<file path="src/rtl/gbc_sound_pkg.sv">
// gbc_sound_pkg: shared register map, field positions, limits and frame-sequencer step masks
//   for the square-channel controller and the frame sequencer.
//   Channel state is bundled into ch_state_t so the controller can reset or clear it as one register.
package gbc_sound_pkg;
    localparam logic [2:0] ADDR_SWEEP    = 3'd0;
    localparam logic [2:0] ADDR_DUTY_LEN = 3'd1;
    localparam logic [2:0] ADDR_ENV      = 3'd2;
    localparam logic [2:0] ADDR_FREQ_LO  = 3'd3;
    localparam logic [2:0] ADDR_FREQ_HI  = 3'd4;
    localparam int TRIG_BIT   = 7;
    localparam int LEN_EN_BIT = 6;
    localparam int ENV_UP_BIT = 3;
    localparam logic [6:0] LEN_MAX = 7'd64;
    localparam logic [3:0] VOL_MAX = 4'd15;
    // Bit n set means the clock fires when step n is entered.
    localparam logic [7:0] LEN_STEPS   = 8'b0101_0101;
    localparam logic [7:0] SWEEP_STEPS = 8'b0100_0100;
    localparam logic [7:0] ENV_STEPS   = 8'b1000_0000;
    typedef struct packed {
        logic [10:0] freq;
        logic [1:0]  duty;
        logic        pulse;
        logic        en;
        logic [3:0]  vol;
        logic [6:0]  len;
        logic        len_en;
        logic [7:0]  env;
        logic [2:0]  env_t;
    } ch_state_t;
endpackage

</file>
<file path="src/rtl/sound_frame_sequencer.sv">
// sound_frame_sequencer: 512 Hz frame sequencer shared by the sound channels.
//   i_clk        system clock
//   i_reset_n    asynchronous active-low reset
//   i_enable     master sound enable; low holds prescaler and step at 0
//   o_len_clk    one-cycle pulse on entering steps 0,2,4,6
//   o_sweep_clk  one-cycle pulse on entering steps 2,6
//   o_env_clk    one-cycle pulse on entering step 7
module sound_frame_sequencer
    import gbc_sound_pkg::*;
#(
    parameter int CLKS_PER_STEP = 8192
) (
    input  logic i_clk,
    input  logic i_reset_n,
    input  logic i_enable,
    output logic o_len_clk,
    output logic o_sweep_clk,
    output logic o_env_clk
);
    localparam int PW = (CLKS_PER_STEP > 1) ? $clog2(CLKS_PER_STEP) : 1;

    logic [PW-1:0] presc_q, presc_d;
    logic [2:0]    step_q, step_d;
    logic [2:0]    clk_q, clk_d;
    logic          wrap;

    // Pulses are registered so they are high during the first cycle of the new step.
    always_comb begin
        wrap    = presc_q == PW'(CLKS_PER_STEP - 1);
        presc_d = (!i_enable || wrap) ? '0 : presc_q + PW'(1);
        step_d  = !i_enable ? '0 : step_q + {2'b0, wrap};
        clk_d   = (i_enable && wrap) ? {ENV_STEPS[step_d], SWEEP_STEPS[step_d], LEN_STEPS[step_d]} : '0;
    end

    always_ff @(posedge i_clk or negedge i_reset_n) begin
        if (!i_reset_n) begin
            presc_q <= '0;
            step_q  <= '0;
            clk_q   <= '0;
        end else begin
            presc_q <= presc_d;
            step_q  <= step_d;
            clk_q   <= clk_d;
        end
    end

    assign o_len_clk   = clk_q[0];
    assign o_sweep_clk = clk_q[1];
    assign o_env_clk   = clk_q[2];
endmodule

</file>
<file path="src/rtl/square_channel_controller.sv">
// square_channel_controller: register decode, length counter, envelope and optional sweep for one square voice.
//   I_CLK / I_RESET_N   clock, asynchronous active-low reset
//   I_SOUND_ON          master enable; low clears all state and ignores writes
//   I_REG_WE/ADDR/DATA  CPU register write (0 sweep, 1 duty/len, 2 env, 3 freq lo, 4 freq hi/ctrl)
//   O_FREQUENCY, O_DUTY_CYCLE, O_WRITE_NEW_SOUND, O_WAVEFORM_EN  to the waveform generator
//   O_VOLUME            envelope volume to the mixer
//   Define SQUARE_SWEEP_EN to build the frequency sweep unit; without it r0 writes are ignored.
module square_channel_controller
    import gbc_sound_pkg::*;
#(
    parameter int CLKS_PER_STEP = 8192
) (
    input  logic        I_CLK,
    input  logic        I_RESET_N,
    input  logic        I_SOUND_ON,
    input  logic        I_REG_WE,
    input  logic [2:0]  I_REG_ADDR,
    input  logic [7:0]  I_REG_DATA,
    output logic [10:0] O_FREQUENCY,
    output logic [1:0]  O_DUTY_CYCLE,
    output logic        O_WRITE_NEW_SOUND,
    output logic        O_WAVEFORM_EN,
    output logic [3:0]  O_VOLUME
);
    ch_state_t s_q, s_d;
    logic w0, w1, w2, w3, w4, trig;
    logic len_clk, sweep_clk, env_clk;

    sound_frame_sequencer #(.CLKS_PER_STEP(CLKS_PER_STEP)) u_seq (
        .i_clk      (I_CLK),
        .i_reset_n  (I_RESET_N),
        .i_enable   (I_SOUND_ON),
        .o_len_clk  (len_clk),
        .o_sweep_clk(sweep_clk),
        .o_env_clk  (env_clk)
    );

`ifdef SQUARE_SWEEP_EN
    logic [6:0]  sw_q, sw_d;
    logic [10:0] shadow_q, shadow_d, sw_src;
    logic [11:0] sw_delta, sw_new;
    logic [3:0]  swt_q, swt_d, sw_reload;
    logic        sw_ovf;
`else
    logic unused_sweep;
    assign unused_sweep = sweep_clk ^ w0;
`endif

    // A register write wins over any sequencer clock that would touch the same fields this cycle.
    always_comb begin
        w0   = I_REG_WE && I_REG_ADDR == ADDR_SWEEP;
        w1   = I_REG_WE && I_REG_ADDR == ADDR_DUTY_LEN;
        w2   = I_REG_WE && I_REG_ADDR == ADDR_ENV;
        w3   = I_REG_WE && I_REG_ADDR == ADDR_FREQ_LO;
        w4   = I_REG_WE && I_REG_ADDR == ADDR_FREQ_HI;
        trig = w4 && I_REG_DATA[TRIG_BIT];
        s_d       = s_q;
        s_d.pulse = w1 || w3 || w4;
        if (w1) begin
            s_d.duty = I_REG_DATA[7:6];
            s_d.len  = LEN_MAX - {1'b0, I_REG_DATA[5:0]};
        end else if (len_clk && !w4 && s_q.len_en && s_q.len != '0) begin
            s_d.len = s_q.len - 7'd1;
            if (s_q.len == 7'd1) s_d.en = 1'b0;
        end
        if (w2) s_d.env = I_REG_DATA;
        if (w3) s_d.freq[7:0] = I_REG_DATA;
        if (w4) begin
            s_d.freq[10:8] = I_REG_DATA[2:0];
            s_d.len_en     = I_REG_DATA[LEN_EN_BIT];
        end
        if (trig) begin
            s_d.en    = s_q.env[7:3] != '0;
            s_d.len   = (s_q.len == '0) ? LEN_MAX : s_q.len;
            s_d.vol   = s_q.env[7:4];
            s_d.env_t = s_q.env[2:0];
        end else if (env_clk && !w2 && s_q.env[2:0] != '0) begin
            if (s_q.env_t <= 3'd1) begin
                s_d.env_t = s_q.env[2:0];
                s_d.vol   = s_q.env[ENV_UP_BIT] ? (s_q.vol == VOL_MAX ? s_q.vol : s_q.vol + 4'd1)
                                                : (s_q.vol == '0 ? s_q.vol : s_q.vol - 4'd1);
            end else begin
                s_d.env_t = s_q.env_t - 3'd1;
            end
        end
`ifdef SQUARE_SWEEP_EN
        sw_d      = w0 ? I_REG_DATA[6:0] : sw_q;
        shadow_d  = shadow_q;
        swt_d     = swt_q;
        // On trigger the check runs against the frequency being loaded, not the old shadow.
        sw_src    = trig ? {I_REG_DATA[2:0], s_q.freq[7:0]} : shadow_q;
        sw_delta  = {1'b0, sw_src >> sw_q[2:0]};
        sw_new    = sw_q[3] ? {1'b0, sw_src} - sw_delta : {1'b0, sw_src} + sw_delta;
        sw_ovf    = !sw_q[3] && sw_new[11];
        sw_reload = (sw_q[6:4] != '0) ? {1'b0, sw_q[6:4]} : 4'd8;
        if (trig) begin
            shadow_d = sw_src;
            swt_d    = sw_reload;
            if (sw_q[2:0] != '0 && sw_ovf) s_d.en = 1'b0;
        end else if (sweep_clk && !w0 && !w3 && !w4) begin
            if (swt_q <= 4'd1) begin
                swt_d = sw_reload;
                if (sw_q[6:4] != '0 && sw_ovf) begin
                    s_d.en = 1'b0;
                end else if (sw_q[6:4] != '0 && sw_q[2:0] != '0) begin
                    shadow_d  = sw_new[10:0];
                    s_d.freq  = sw_new[10:0];
                    s_d.pulse = 1'b1;
                end
            end else begin
                swt_d = swt_q - 4'd1;
            end
        end
        if (!I_SOUND_ON) begin
            sw_d     = '0;
            shadow_d = '0;
            swt_d    = '0;
        end
`endif
        if (!I_SOUND_ON) s_d = '0;
    end

    always_ff @(posedge I_CLK or negedge I_RESET_N) begin
        if (!I_RESET_N) s_q <= '0;
        else s_q <= s_d;
    end

`ifdef SQUARE_SWEEP_EN
    always_ff @(posedge I_CLK or negedge I_RESET_N) begin
        if (!I_RESET_N) begin
            sw_q     <= '0;
            shadow_q <= '0;
            swt_q    <= '0;
        end else begin
            sw_q     <= sw_d;
            shadow_q <= shadow_d;
            swt_q    <= swt_d;
        end
    end
`endif

    assign O_FREQUENCY       = s_q.freq;
    assign O_DUTY_CYCLE      = s_q.duty;
    assign O_WRITE_NEW_SOUND = s_q.pulse;
    assign O_WAVEFORM_EN     = s_q.en;
    assign O_VOLUME          = s_q.vol;
endmodule
</file>
<file path="config.mk">
export PLATFORM = sky130hd
export DESIGN_NAME = square_channel_controller
export DESIGN_NICKNAME = d
export VERILOG_FILES = /design/src/rtl/gbc_sound_pkg.sv /design/src/rtl/sound_frame_sequencer.sv /design/src/rtl/square_channel_controller.sv
export SDC_FILE = /design/constraint.sdc
export NUM_CORES = 1
export LEC_CHECK = 0
export CORE_ASPECT_RATIO = 1.1
export CORE_MARGIN = 2
export CORE_UTILIZATION = 50
export DETAILED_ROUTE_END_ITERATION = 16
export GPL_TIMING_DRIVEN = 1
export PLACE_DENSITY = 0.7
export SLEW_MARGIN = 10
export SYNTH_ARGS = -nofsm -noshare
export SYNTH_HDL_FRONTEND = slang
export SYNTH_SLANG_ARGS = --single-unit
</file>
<file path="constraint.sdc">
create_clock -name I_CLK -period 2.8 [get_ports I_CLK]
set_input_delay 0.28 -clock I_CLK [delete_from_list [all_inputs] [get_ports I_CLK]]
set_output_delay 0.28 -clock I_CLK [all_outputs]
set_load 0.01 [all_outputs]
</file>
After elaboration in Yosys (flattened, before gate mapping):

Memories as Yosys holds them, arrays and structs flattened.
Cells that the tools add are included.

* register bits: 57
* memory bits (read-only): 24
* input bits: 15
* memories kept: 3

* add/sub/neg operators: 7
* $lt $le $gt $ge: 2
* equality and inequality tests: 20
* muxes and demuxes: 29
* reduce and logical (&&, ||, !) cells: 25

Memory list
* (name not given): depth 8, bits a word 1, read ports 1, clocked after memory_dff 0, write ports 0, line sound_frame_sequencer.sv:32 `clk_d = (i_enable && wrap) ? {ENV_STEPS[step_d], SWEEP_STEPS[step_d], LEN_STEPS[step_d]} : '0;`
* (name not given): depth 8, bits a word 1, read ports 1, clocked after memory_dff 0, write ports 0, line sound_frame_sequencer.sv:32
* (name not given): depth 8, bits a word 1, read ports 1, clocked after memory_dff 0, write ports 0, line sound_frame_sequencer.sv:32

Operator list (number)
* 2-to-1 mux 38 bit: 1
* 2-to-1 mux 7 bit: 4
* 2-to-1 mux 4 bit: 6
* 2-to-1 mux 3 bit: 6
* 2-to-1 mux 8 bit: 2
* adder 13 x 1 -> 13 bit (second input constant): 1
* equality test 13 bit (second input constant): 1
* 2-to-1 mux 13 bit: 1
* inequality test 3 x 1 -> 1 bit (second input constant): 4
* logical AND 1 bit: 11
* 2-to-1 mux 1 bit: 8
* inequality test 2 x 1 -> 1 bit (second input constant): 4
* inequality test 4 bit (second input constant): 2
* equality test 7 x 1 -> 1 bit (second input constant): 1
* zero test 7 bit: 1
* nonzero test 7 bit: 1
* subtractor 7 x 1 -> 7 bit (second input constant): 1
* subtractor 7 x 6 -> 7 bit (first input constant): 1
* equality test 3 x 2 -> 1 bit (second input constant): 2
* inequality test 3 x 2 -> 1 bit (second input constant): 2
* nonzero test 5 bit: 1
* adder 4 x 1 -> 4 bit (second input constant): 1
* equality test 4 bit (second input constant): 1
* zero test 4 bit: 1
* other kinds (15): 19

Depth between registers and ports, before layout:

* word-level depth: 10
* depth in mapped cells: 10
* depth with buffers taken out: 10

Cells and area by module:

Synthesis repeated with hierarchy kept, for this count alone.

* cells, all modules: 346
* area total of the unflattened synthesis: 3264.4 um2

By module, submodules not included
* square_channel_controller: instances 1, cells an instance 267, area an instance 2393.5 um2, seq. area each 950.9 um2
* sound_frame_sequencer: instances 1, cells an instance 79, area an instance 870.8 um2, seq. area each 475.5 um2

Worst setup path after synthesis:

OpenSTA, ideal clock, no wires.

* kind: reg2reg
* start point: register u_seq.presc_q[8]
* end point: register u_seq.clk_q[2]
* library setup time: 0.120 ns
* arrival: 1.775 ns
* setup slack: 0.904 ns
* stages on the path, launching flop included: 10
* path buffers: 0
* clock period less this slack: 1.896 ns
* cells stage by stage: dfrtp_1 and3_1 and3_1 nand4_1 inv_1 ha_1 ha_1 xor2_1 and2_1 and4_1

* word-level cells in the longest chain between the ends: 6
* elaborated cells on any way between the ends: 7
* those cells by class: add/sub (1); eq/ne (1); mux (3); reduce/logical (1); memory (1)

RTL lines
* start: declaration: line sound_frame_sequencer.sv:22 `logic [PW-1:0] presc_q, presc_d;`
* start signal: assignment: line sound_frame_sequencer.sv:41 `presc_q <= presc_d;`
* equality test 13 bit: line sound_frame_sequencer.sv:29 `wrap = presc_q == PW'(CLKS_PER_STEP - 1);`
* adder 3 x 1 -> 3 bit: line sound_frame_sequencer.sv:31 `step_d = !i_enable ? '0 : step_q + {2'b0, wrap};`
* 2-to-1 mux 3 bit: line sound_frame_sequencer.sv:31
* via u_seq.step_d[2]: line sound_frame_sequencer.sv:23 `logic [2:0] step_q, step_d;`
* memory (8 x 1 bit)
* 2-to-1 mux 1 bit (not written as such): line sound_frame_sequencer.sv:32
* 2-to-1 mux 3 bit: line sound_frame_sequencer.sv:32
* via u_seq.clk_d[2]: line sound_frame_sequencer.sv:24 `logic [2:0] clk_q, clk_d;`
* end signal: assignment: line sound_frame_sequencer.sv:43 `clk_q <= clk_d;`
* end: declaration: line sound_frame_sequencer.sv:24

The timed path passes the listed nets, and every way through them passes these cells. The select of a mux whose other input is x is not followed.
A chain may end at the register's enable or synchronous reset.

Final worst setup path:

* start point: register u_seq.presc_q[0]
* end point: register u_seq.clk_q[2]

Same word-level chain as after synthesis.

==> results.md <==
Route:
- The first routing iteration left 148 violations.
- The post-detailed-route DRC marker count is 0.
- In the final routed layout, each cell accounts on average for 14.67 um.
- For this run, the detailed router's first-pass iteration total came to 4.
- The routed design has 6.498 mm of wire.
- The via density per instance is 5.526.
- The total number of vias is 2448.
- The number of routed nets with antenna violations is 0.

Worst setup path:
- By instance count, the cell type seen most on the critical path is sky130_fd_sc_hd__ha_1.
- The worst register-to-register path ends at u_seq.clk_q[2].
- For the worst flop-to-flop path, the logic depth is 10.
- Walking the worst path, the cells encountered are ha_1, nand2_1, nor2_1, nand4_1, inv_1, ha_1, ha_1, xor2_1, and2_1, and4_1.
- In this run the worst path has a maximum fanout of 5.
- The standard cell with the maximum stage delay on the critical path is sky130_fd_sc_hd__dfrtp_1.
- The worst setup path is captured at a flip-flop.
- The timing startpoint of the critical path is u_seq.presc_q[0].
- For this run, the slowest stage of the critical path takes 0.38 ns.
- The type of the worst setup path is reg -> reg.
- STA classifies the critical path startpoint as a flip-flop.
- The critical path ends at u_seq.clk_q[2].
- The critical path data required time is 3.05 ns.
- Data arrives at the worst endpoint at 2.39 ns.
- The startpoint identified for the worst register-to-register timing path is u_seq.presc_q[0].
- The setup slack of the worst register-to-register path is 0.66 ns.

Clock network:
- The cell sitting at the root of the clock tree is a sky130_fd_sc_hd__clkbuf_8.
- The clock transition at the registers of the reported paths is 0.09 ns.
- The maximum level of the CTS H-tree is 2.
- TritonCTS built the clock tree.
- After clock tree synthesis, the setup repair step added 0 buffers.
- In this run, post-CTS repair resized a total of 0 instances.
- The maximum clock path buffer count is 2.
- The source-to-sink clock delay at the later pin of the worst-skew pair is 0.31 ns.
- Counting the buffers created by CTS gives 5.
- The clock sink count is 56.

Timing:
- The number of pins with negative max-slew slack in the final report came to 0.
- The relative slew slack is 0.6341.
- Setup slack closes at 0.6551 ns.
- Based on the critical path, the design can be clocked at up to 466.2 MHz.
- The post-route fraction of the period consumed by the critical path is 0.7660.
- On the final layout, the worst clock skew is 0.003800 ns.
- Setup repair after global routing left no endpoint under its margin.
- For the pin with the worst max-slew slack, the measured transition is 0.5472 ns.
- The number of hold violations in the final report is 0.
- The minimum period implied by the final worst setup slack is 2.145 ns.
- On the final layout, the worst hold slack is 0.4669 ns.
- Setup violations remaining at the end of the flow were counted as 0.
- After routing, the total negative slack on setup checks comes to 0 ns.

Floorplanning:
- The floorplan step defined a core boundary enclosing 6193 um2.
- From bottom edge to top edge, the die measures 87.83 um.
- Measured along the x axis, the die boundary spans 80.21 um.
- The count of boundary I/O pins is 34.
- The overall die area is 7045 um2.
- The initial utilization of the core area, before any placement, comes to 0.5158.
- The floorplan has 30 rows.

Final layout:
- The number of inserted diodes is 0.
- The fraction of the core area covered by cells at the end of the flow is 0.5865.
- The top cell types in the final layout, fill and taps aside, are sky130_fd_sc_hd__nand2_1, sky130_fd_sc_hd__dfrtp_1, sky130_fd_sc_hd__clkdlybuf4s50_1.
- The final-stage net count is 388.
- From synthesis to final layout, the design area changed by 13.71%.
- The library cell used most frequently in the layout, excluding fill and tap cells, is sky130_fd_sc_hd__nand2_1.
- The fraction of final layout cells sized beyond drive strength 1 is 0.09917.

Placed design:
- The worst slack after detailed placement is 0.5989 ns.
- The weighted congestion at the end of routability-driven global placement is 0.9377.
- Buffers placed on the I/O ports in this run total 33.
- The placed wire-length estimate is 4.724 mm.

Yosys:
- After synthesis, the share of flip-flops with an asynchronous set or reset is 1.000.
- In the synthesized netlist the dominant register cell turns out to be sky130_fd_sc_hd__dfrtp_1.
- The number of flip-flops and latches in the synthesized netlist is 56.
- The cell area after synthesis is 3194 um2.
- The yosys synthesis warning count is 0.
- The synthesized netlist net count is 362.
- In this run the mean area of a mapped cell was 9.507 um2.
- The share of the Yosys chip area taken by registers is 0.4387.
- The netlist uses 59 different library cells.
- The post-synthesis cell count is 336.
- In this run, synthesis inferred 0 flip-flops with an integrated enable.

Pwr:
- In this run the power density over the cells is 404.6 nW/um2.
- The worst-case IR drop observed on VDD is 0.2349 mV.
- In this run the static leakage power is 1.567 nW.

GRT:
- The wire length of the first global-routing pass is 11.21 mm.
- The maximum number of pins on one net before global-route repair is 34.
- After global routing the overflow that remains totals 0.
- The via count of the first global-routing pass is 2287.
- The number of antenna violations at the first check in global routing is 0.
- For this run, the total global-route usage over all layers was measured as 0.2032.

Hold path:
- The hold path depth is 1.
- The class of the tightest hold or removal check is reg -> reg.

Status:
- The flow ran to the end, and the final reports show no timing, DRC or antenna violations.

Flow run:
- Across the run, the number of max-cap violations was 0.
-- kinds of logic (layout without fill, tap and decap cells) --
group / after synthesis / count (layout) / share of synthesized area
buf+inv: 37 / 64 / 0.06698
simple gates: 143 / 143 / 0.2327
xor+xnor: 19 / 19 / 0.05210
compound gates: 70 / 70 / 0.1641
fa+ha+maj: 11 / 11 / 0.04544
flops: 56 / 56 / 0.4387
-- synthesized netlist by cell type (all sizes together), types with 2 or more instances --
cell type  count  share of area
dfrtp         56           0.44
or4            3         0.0071
ha            10          0.039
and2           6          0.012
nor4           2         0.0039
o2bb2ai        2         0.0055
nor3b          3          0.010
xnor2          9          0.025
nand4bb        3          0.016
nand4          2         0.0039
and4           2         0.0055
o31ai          3         0.0086
xor2          10          0.027
nor2          28          0.034
a21boi        23          0.054
clkbuf         7         0.0082
inv           11          0.013
o22ai          2         0.0039
buf           19          0.046
and3           6          0.012
a21oi          6         0.0094
a31oi          2         0.0039
nor3           9          0.014
o311ai         3          0.014
nand3         10          0.017
o21ai         15          0.024
a211o          2         0.0055
nand2         62          0.074
-- what timing repair did --
| item | 4_1_cts | 5_1_grt |
|---|---|---|
| endpoints found under the setup margin | 0 | 0 |
| hold endpoints to repair | 23 | 0 |
| hold buffers | 1 | 0 |
-- worst max-delay path, delay by kind of cell, from the launching register on --
family | cells | cell delay [ns]
flip-flops | 1 | 0.38
XOR/XNOR | 1 | 0.13
buffers and inverters | 1 | 0.12
AND/OR/NAND/NOR | 5 | 0.96
adder cells (fa/ha/maj) | 3 | 0.51
-- power by group --
part	internal, W	switching, W	total, W
clock	0.000198	0.000255	0.000453
sequential	0.000824	0.0000155	0.000839
combinational	0.0000794	0.0000981	0.000178
-- worst min-delay path by stage --
stage,to,slack [ns],startpoint
6_report,u_seq.presc_q[0],0.47,u_seq.presc_q[0]
5_1_grt,u_seq.presc_q[2],0.51,I_RESET_N
4_1_cts,u_seq.presc_q[0],0.47,u_seq.presc_q[0]
3_5_place_dp,u_seq.presc_q[0],0.30,I_RESET_N
3_3_place_gp,u_seq.presc_q[0],0.29,I_RESET_N
2_1_floorplan,O_DUTY_CYCLE[0],-0.02,I_RESET_N
-- sequential cells by signal, indices dropped and copies added (netlist names) --
signal             flops
O_DUTY_CYCLE           2
s_q                   19
O_WAVEFORM_EN          1
u_seq.step_q           3
O_WRITE_NEW_SOUND      1
u_seq.clk_q            2
u_seq.presc_q         13
O_VOLUME               4
O_FREQUENCY           11
-- final cells by class --
| cell class | instances | area [um2] |
|---|---|---|
| repair buffers | 45 | 417.9 |
| inverters | 11 | 41.29 |
| flip-flops and latches | 56 | 1401 |
| fillers | 553 | 2561 |
| clock buffers | 6 | 82.58 |
| well taps | 80 | 100.1 |
| multi-input cells | 243 | 1579 |
| clock inverters | 2 | 10.01 |
-- through the flow --
stage | std cells | power (W) | area [um2]
detailed placement | 434 | 0.001032 | 3530
finish | 443 | 0.001470 | 3632
global placement | 434 | 0.001031 | 3530
CTS | 443 | 0.001487 | 3632
floorplan | 336 | 0.0009486 | 3194
global route | 443 | 0.001540 | 3632
-- routing by layer --
metal / vias up / track usage / share of wire
li1: 1200 / - / -
met1: 1172 / 0.2959 / 0.50
met2: 69 / 0.3083 / 0.44
met3: 7 / 0.04227 / 0.045
met4: 0 / 0.06009 / 0.012
met5: - / 0 / 0
Power figures use the tool's default switching activity.
